==> src/rtl/fifo_pkg.sv <==
`default_nettype none
// ============================================================================
//  Module      : fifo_pkg
//  Description : Shared widths, reset constants and the wrapping-increment
//                helper for the FIFO pointer/flag controller.
//  Revision    : 1.0 - initial release
// ============================================================================
package fifo_pkg;

    localparam int unsigned C_PTR_RST = 0;
    localparam int unsigned C_CNT_RST = 0;

    // The count must be able to hold MEM_SIZE itself, hence one bit wider.
    function automatic int cnt_width(input int ptr_l);
        return ptr_l + 1;
    endfunction

    function automatic int unsigned wrap_inc(input int unsigned ptr,
                                             input int unsigned mem_size);
        return (ptr == mem_size - 32'd1) ? 32'd0 : ptr + 32'd1;
    endfunction

endpackage
`default_nettype wire

==> src/rtl/fifo_ptr_wrap.sv <==
`default_nettype none
// ============================================================================
//  Module      : fifo_ptr_wrap
//  Description : Registered pointer that advances on enable and wraps from
//                MEM_SIZE-1 to 0; synchronous active-high reset.
//  Revision    : 1.0 - initial release
// ============================================================================
module fifo_ptr_wrap
    import fifo_pkg::*;
#(
    parameter int MEM_SIZE = 4,
    parameter int PTR_L    = 3
) (
    input  logic             clk,
    input  logic             reset,
    input  logic             i_en,
    output logic [PTR_L-1:0] o_ptr
);

    logic [PTR_L-1:0] r_ptr;

    always_ff @(posedge clk) begin
        if (reset) begin
            r_ptr <= PTR_L'(C_PTR_RST);
        end else if (i_en) begin
            r_ptr <= PTR_L'(wrap_inc(32'(r_ptr), $unsigned(MEM_SIZE)));
        end
    end

    assign o_ptr = r_ptr;

endmodule
`default_nettype wire

==> src/rtl/fifo_ptr_ctrl.sv <==
`default_nettype none
// ============================================================================
//  Module      : fifo_ptr_ctrl
//  Description : FIFO pointer, occupancy and flag controller with sticky
//                overflow/underflow errors and empty-FIFO bypass indication.
//  Revision    : 1.0 - initial release
// ============================================================================
module fifo_ptr_ctrl
    import fifo_pkg::*;
#(
    parameter int MEM_SIZE = 4,
    parameter int PTR_L    = 3,
    parameter int CNT_L    = cnt_width(PTR_L)
) (
    input  logic             clk,
    input  logic             reset,
    input  logic             fifo_wr,
    input  logic             fifo_rd,
    input  logic [CNT_L-1:0] thr_high,
    input  logic [CNT_L-1:0] thr_low,
    input  logic             err_clr,
    output logic             push,
    output logic             pop,
    output logic             bypass,
    output logic [PTR_L-1:0] wr_ptr,
    output logic [PTR_L-1:0] rd_ptr,
    output logic [CNT_L-1:0] fifo_count,
    output logic             fifo_full,
    output logic             fifo_empty,
    output logic             almost_full,
    output logic             almost_empty,
    output logic             overflow_err,
    output logic             underflow_err
);

    localparam logic [CNT_L-1:0] c_cnt_max = CNT_L'(MEM_SIZE);
    localparam logic [CNT_L-1:0] c_cnt_one = CNT_L'(1);

    logic [CNT_L-1:0] r_count;
    logic             r_ovf;
    logic             r_udf;
    logic             w_full;
    logic             w_empty;
    logic             w_ovf_set;
    logic             w_udf_set;

    assign w_full  = (r_count == c_cnt_max);
    assign w_empty = (r_count == CNT_L'(C_CNT_RST));

    // A simultaneous read frees the slot (full) or supplies the data (empty),
    // so the opposing request is honoured in those corners.
    assign push   = !reset & fifo_wr & (!w_full  | fifo_rd);
    assign pop    = !reset & fifo_rd & (!w_empty | fifo_wr);
    assign bypass = !reset & w_empty & fifo_wr & fifo_rd;

    assign w_ovf_set = fifo_wr & w_full  & !fifo_rd;
    assign w_udf_set = fifo_rd & w_empty & !fifo_wr;

    always_ff @(posedge clk) begin
        if (reset) begin
            r_count <= CNT_L'(C_CNT_RST);
            r_ovf   <= 1'b0;
            r_udf   <= 1'b0;
        end else begin
            if (push && !pop) begin
                r_count <= r_count + c_cnt_one;
            end else if (pop && !push) begin
                r_count <= r_count - c_cnt_one;
            end
            // Set takes precedence over clear within the same cycle.
            if (w_ovf_set) begin
                r_ovf <= 1'b1;
            end else if (err_clr) begin
                r_ovf <= 1'b0;
            end
            if (w_udf_set) begin
                r_udf <= 1'b1;
            end else if (err_clr) begin
                r_udf <= 1'b0;
            end
        end
    end

    fifo_ptr_wrap #(
        .MEM_SIZE (MEM_SIZE),
        .PTR_L    (PTR_L)
    ) u_wr_ptr (
        .clk   (clk),
        .reset (reset),
        .i_en  (push),
        .o_ptr (wr_ptr)
    );

    fifo_ptr_wrap #(
        .MEM_SIZE (MEM_SIZE),
        .PTR_L    (PTR_L)
    ) u_rd_ptr (
        .clk   (clk),
        .reset (reset),
        .i_en  (pop),
        .o_ptr (rd_ptr)
    );

    assign fifo_count    = r_count;
    assign fifo_full     = w_full;
    assign fifo_empty    = w_empty;
    assign almost_full   = (r_count >= thr_high);
    assign almost_empty  = (r_count <= thr_low);
    assign overflow_err  = r_ovf;
    assign underflow_err = r_udf;

endmodule
`default_nettype wire

==> config.mk <==
export PLATFORM = sky130hd
export DESIGN_NAME = fifo_ptr_ctrl
export DESIGN_NICKNAME = d
export VERILOG_FILES = /design/src/rtl/fifo_pkg.sv /design/src/rtl/fifo_ptr_wrap.sv /design/src/rtl/fifo_ptr_ctrl.sv
export SDC_FILE = /design/constraint.sdc
export NUM_CORES = 1
export LEC_CHECK = 0
export CAP_MARGIN = 20
export CORE_UTILIZATION = 43
export DETAILED_ROUTE_END_ITERATION = 8
export HOLD_SLACK_MARGIN = 0.08
export PLACE_DENSITY_LB_ADDON = 0.08
export SLEW_MARGIN = 20
export SYNTH_ARGS = -nofsm -noshare
export SYNTH_HDL_FRONTEND = slang
export SYNTH_SLANG_ARGS = --single-unit
==> constraint.sdc <==
create_clock -name clk -period 3.8 [get_ports clk]
set_clock_uncertainty 0.2 [all_clocks]
set_input_delay 1.14 -clock clk [delete_from_list [all_inputs] [get_ports clk]]
set_output_delay 1.14 -clock clk [all_outputs]
set_load 0.005 [all_outputs]
Word level (Yosys, flattened, before mapping)
Index checks and enable logic that the tools add are counted.
- bitwise gates (word level): 13
- add/sub/neg operators: 4
- reductions and logical operators: 13
- eq/ne operators: 3
- $lt $le $gt $ge: 2
- muxes and demuxes: 7
- operator list (operator ; number):
    AND 1 bit ; 11
    two-way mux 4 bit ; 2
    zero test 1 bit ; 7
    adder 3 x 1 -> 3 bit (second input constant) ; 2
    equality test 3 x 2 -> 1 bit (second input constant) ; 2
    two-way mux 3 bit ; 2
    nonzero test 2 bit ; 3
    adder 4 x 1 -> 4 bit (second input constant) ; 1
    equality test 4 x 3 -> 1 bit (second input constant) ; 1
    greater-or-equal comparator 4 bit ; 1
    <= comparator 4 bit ; 1
    zero test 4 bit ; 1
    subtractor 4 x 1 -> 4 bit (second input constant) ; 1
    two-way mux 1 bit ; 3
    logical AND 1 bit ; 2
    OR 1 bit ; 2
- output and inout bits: 19
- register bits: 12

Logic depth before layout (Yosys ltp)
- word-level depth: 8
- depth in mapped cells: 10

Cells and area by module
A second synthesis with hierarchy kept.
- cells, all modules: 93
- area total of the unflattened synthesis: 827.0 µm²
- modules (own cells, without submodules) (module ; cells an instance ; sequential area each (µm²) ; area an instance (µm²) ; instances):
    fifo_ptr_ctrl ; 69 ; 120.1 ; 581.8 ; 1
    fifo_ptr_wrap ; 12 ; 60.1 ; 122.6 ; 2

Worst setup path before layout
No wires, ideal clock.
- path type: input to output
- start: input thr_low[1]
- end: output almost_empty
- arrival: 2.050 ns
- required time: 2.460 ns
- buffers on the path: 0
- cell stages on the path: 6
- path slack: 0.410 ns
- cells stage by stage: inv_1 ha_1 nor2b_1 o21a_1 o21a_1 o21ai_0
- cells in the longest elaborated chain, start to end: 1
- ends and longest elaborated chain (what ; line ; RTL):
    from (decl) ; fifo_ptr_ctrl.sv:20 ; input logic [CNT_L-1:0] thr_low,
    <= comparator 4 bit ; fifo_ptr_ctrl.sv:108 ; assign almost_empty = (r_count <= thr_low);
    to (decl) ; fifo_ptr_ctrl.sv:31 ; output logic almost_empty,
Every way passes these cells.

Final worst setup path
- start: input reset
- end: output push
- cells in the longest elaborated chain, start to end: 3
- ends and longest elaborated chain (what ; line ; RTL):
    from (decl) ; fifo_ptr_ctrl.sv:16 ; input logic reset,
    zero test 1 bit ; fifo_ptr_ctrl.sv:52 ; assign push = !reset & fifo_wr & (!w_full | fifo_rd);
    AND 1 bit (2 in a row) ; fifo_ptr_ctrl.sv:52 ;
    to (decl) ; fifo_ptr_ctrl.sv:22 ; output logic push,
Every way passes these cells.

==> results.md <==
Yosys:
- During synthesis, Yosys emitted a total of 0 warnings.
- Of the synthesized area, sequential elements account for between 20% and 30%.
- The share of the synthesized area in compound gates (AO/OA/AOI/OAI) is between 10% and 20%.
- The dominant combinational cell family by area after synthesis is adder cells.
- Each instance of the synthesized netlist takes up on average 8.72 um2.
- In the synthesized netlist, the number of instances is 96.
- The commonest cells after synthesis are 16 x sky130_fd_sc_hd__inv_1, 16 x sky130_fd_sc_hd__nor2_1, 13 x sky130_fd_sc_hd__ha_1.
- After Yosys synthesis, XOR and XNOR cells account for about 2.1% of the synthesized area.
- sky130_fd_sc_hd__dfxtp_1 takes more of the synthesized area than any other cell.
- The net count of the mapped netlist is about 120.
- In this run, synthesis inferred 0 flip-flops with an integrated enable.
- Yosys mapped the design onto 29 distinct sky130hd cell types.
- The share of synthesized registers carrying an async set or reset is 0%.
- After Yosys synthesis, full adders, half adders and majority gates account for between 20% and 30% of the synthesized area.
- Summing every instance area after synthesis gives approximately 840 um2.
- After Yosys synthesis, and, or, nand and nor cells account for about 17% of the synthesized area.
- After synthesis, the share of cell area in mux cells is under 10%.
- Synthesis inferred 12 register bits.
- For this run, the leading register cell type out of synthesis is sky130_fd_sc_hd__dfxtp_1.
- In the post-synthesis netlist, the biggest area contributors are sky130_fd_sc_hd__dfxtp_1 29%, sky130_fd_sc_hd__ha_1 19%, sky130_fd_sc_hd__inv_1 7.2%.
- The share of Yosys cell area claimed by the top area cell type is between 20% and 30%.

Timing:
- The shortest period the worst path allows is around 3.7 ns.
- Headroom to the max-slew limit came out at between 70% and 80%.
- Setup repair after global routing left no endpoint under its margin.
- Static timing analysis puts the maximum clock frequency at about 270 MHz.
- The final count of negative-setup-slack endpoints is 0.
- For the pin with the worst max-slew slack, the measured transition is 0.402 ns.
- The count of pins over their slew limit came to 0.
- The final worst slack is roughly 0.063 ns.
- The final critical path takes up between 90% and 100% of the cycle.
- The final number of hold-violating endpoints is 0.

Setup path:
- For the worst setup path, the data required time is 2.46 ns.
- The most critical setup path has its startpoint at reset.
- The element type at the critical path start is an input port.
- At the worst endpoint, the arrival time is 2.40 ns.
- The capturing element type of the critical path is a primary output.
- The worst-path maximum fanout is 4.
- The source of the worst register-to-register timing path is fifo_count[2].
- The worst setup path is of the in2out kind.
- The setup slack on the worst flop-to-flop path is between 0.7 and 0.8 ns.

Floorplanning:
- The top-level port count is 32.
- The initial utilization of the core area, before any placement, comes to a little under half.
- The region available for standard cell placement spans between 0.0015 and 0.002 mm2.
- The number of placement rows is 15.
- In this run the vertical extent of the chip is roughly 46 um.
- The die is ~46 um wide.
- The full die area is approximately 0.0021 mm2.

Route:
- After detailed routing, the number of remaining DRC violations is 0.
- For this block, the initial DRC count from the detailed router was 1.
- The post-detailed-route via-to-cell ratio is roughly 4.8.
- The via count of the routed design is between 700 and 800.
- The final wirelength is 1780 um.
- The count of antenna-violating nets left after detailed routing is 0.
- The wire length per cell is between 10 and 15 um.
- The first detailed-routing pass took 3 iterations.

CTS:
- At the later pin of the worst-skew pair, clock insertion delay measures 0.27 ns.
- The cell sitting at the root of the clock tree is a sky130_fd_sc_hd__clkbuf_4.
- TritonCTS built the clock tree.
- Clock-pin slew was measured on the worst setup and hold paths at 0.07 ns.
- The post-cts hold buffer count is 0.
- The deepest clock path buffer count is 2.
- Clock tree synthesis found a total of 12 sinks.
- Counting the buffers created by CTS gives 3.
- CTS built an H-tree with a depth of 1.

Layout:
- Cells fill around 74% of the core in the end.
- The area growth from synthesis to layout is 56.7%.
- The count of cells in the finished layout, fillers not included, comes to between 150 and 200.
- The final-stage net count is approximately 170.
- The number of antenna diodes in the final layout is 0.
- In the final layout, the share of cells above drive strength 1 is a little under a fifth.

Run:
- The number of max-cap violations is 0.

Power and ir drop:
- In this run the power density over the cells is between 400 and 500 mW/mm2.
- The static power due to leakage is 0.651 nW.
- The worst-case IR drop observed on VDD is slightly above 0.3 mV.

Worst hold path:
- In this run the worst hold path is classified as reg2reg.
- The worst hold path begins at u_rd_ptr.o_ptr[2].

GRT:
- The via count of the first global-routing pass is between 700 and 800.
- Global routing finished with a remaining overflow of 0.
- The initial antenna violation count was 0.
- The first global-routing pass estimated 2920 um of wire.
- The maximum number of pins on one net before global-route repair is 9.
- The global-route usage over all layers is approximately a fifth.

Place:
- Once detailed placement completed, the half-perimeter wirelength came to around 1500 um.
- Including well taps, the total number of placed cells is roughly 160.
- The count of buffers from port buffering is 31.
- The routability congestion estimate is slightly above 0.8.
- The worst setup slack before clock tree synthesis is -0.588 ns.

Outcome:
- The run finished with clean final reports.
[stage by stage]
step	hold WS (ns)	setup TNS (ns)	cell area [um2]	power, mW
floorplan	0.252	0	837	0.329
global placement	0.252	-1.36	1260	0.463
detailed placement	0.252	-1.48	1260	0.475
CTS	0.263	-0.136	1280	0.568
global route	0.289	0	1310	0.617
finish	0.259	0	1310	0.566
[logic make-up (layout without fill, tap and decap cells)]
family                     count (synthesis)  in the layout
AOI/OAI and AO/OA                         16             16
muxes                                      6              6
and+or+nand+nor                           28             28
xor gates and xnor gates                   2              2
DFF                                       12             12
adders and majority gates                 14             14
buffers and inverters                     18             63
[state kept, by name, summed over array words and instances, names as in the netlist]
name,count
fifo_count,4
overflow_err,1
u_rd_ptr.o_ptr,3
u_wr_ptr.o_ptr,3
underflow_err,1
[path summary, 6_finish.rpt]
path | endpoint | cells after the start
hold / removal | u_rd_ptr.o_ptr[2] | 2
setup reg to reg | fifo_count[3] | 11
setup / recovery | push | 4
hold reg to reg | u_rd_ptr.o_ptr[2] | 2
[cell type report]
| cell class | count | area [um2] |
|---|---|---|
| Multi-Input combinational cell | 66 | 554 |
| Fill cell | 141 | 472 |
| Inverter | 16 | 60.1 |
| Sequential cell | 12 | 240 |
| Tap cell | 25 | 31.3 |
| Clock buffer | 4 | 36.3 |
| Timing Repair Buffer | 43 | 389 |
[cells in the final DEF, fill, tap and decap left out, drive strengths merged, types with 2 or more instances in the layout]
cell type / instances
mux2i: 5
dlymetal6s2s: 2
nor2: 16
clkbuf: 4
ha: 13
dlygate4sd2: 5
a21oi: 4
dfxtp: 12
a21o: 3
inv: 16
nor2b: 2
clkdlybuf4s50: 22
buf: 14
o21ai: 3
nor3: 2
o21a: 2
[per-layer routing]
layer  vias up  share of wire (%)  wire [um]  GRT usage, %
met5         -                  0          0             0
met4         0               0.95         17          3.53
met3         2                5.2         92          5.88
met2        22                 48        850          32.7
met1       360                 46        821          24.1
li1        414                  -          -             -
[power breakdown]
| part | switching, mW | total [mW] | leakage, nW | internal [mW] |
|---|---|---|---|---|
| Sequential | 0.0347 | 0.180 | 0.0983 | 0.145 |
| Clock | 0.0412 | 0.0994 | 0.0210 | 0.0582 |
| Combinational | 0.110 | 0.286 | 0.532 | 0.177 |
[repair_timing]
item / CTS / global route
setup buffers: 0 / 0
pin swaps: 4 / 0
setup endpoints to repair: 5 / 2
resized for setup: 14 / 5
[worst max-delay path: stages]
cell,delay (ns)
sky130_fd_sc_hd__clkdlybuf4s50_1,0.44
sky130_fd_sc_hd__buf_4,0.16
sky130_fd_sc_hd__nor2_1,0.13
sky130_fd_sc_hd__clkdlybuf4s50_1,0.52
Power figures use the tool's default switching activity.
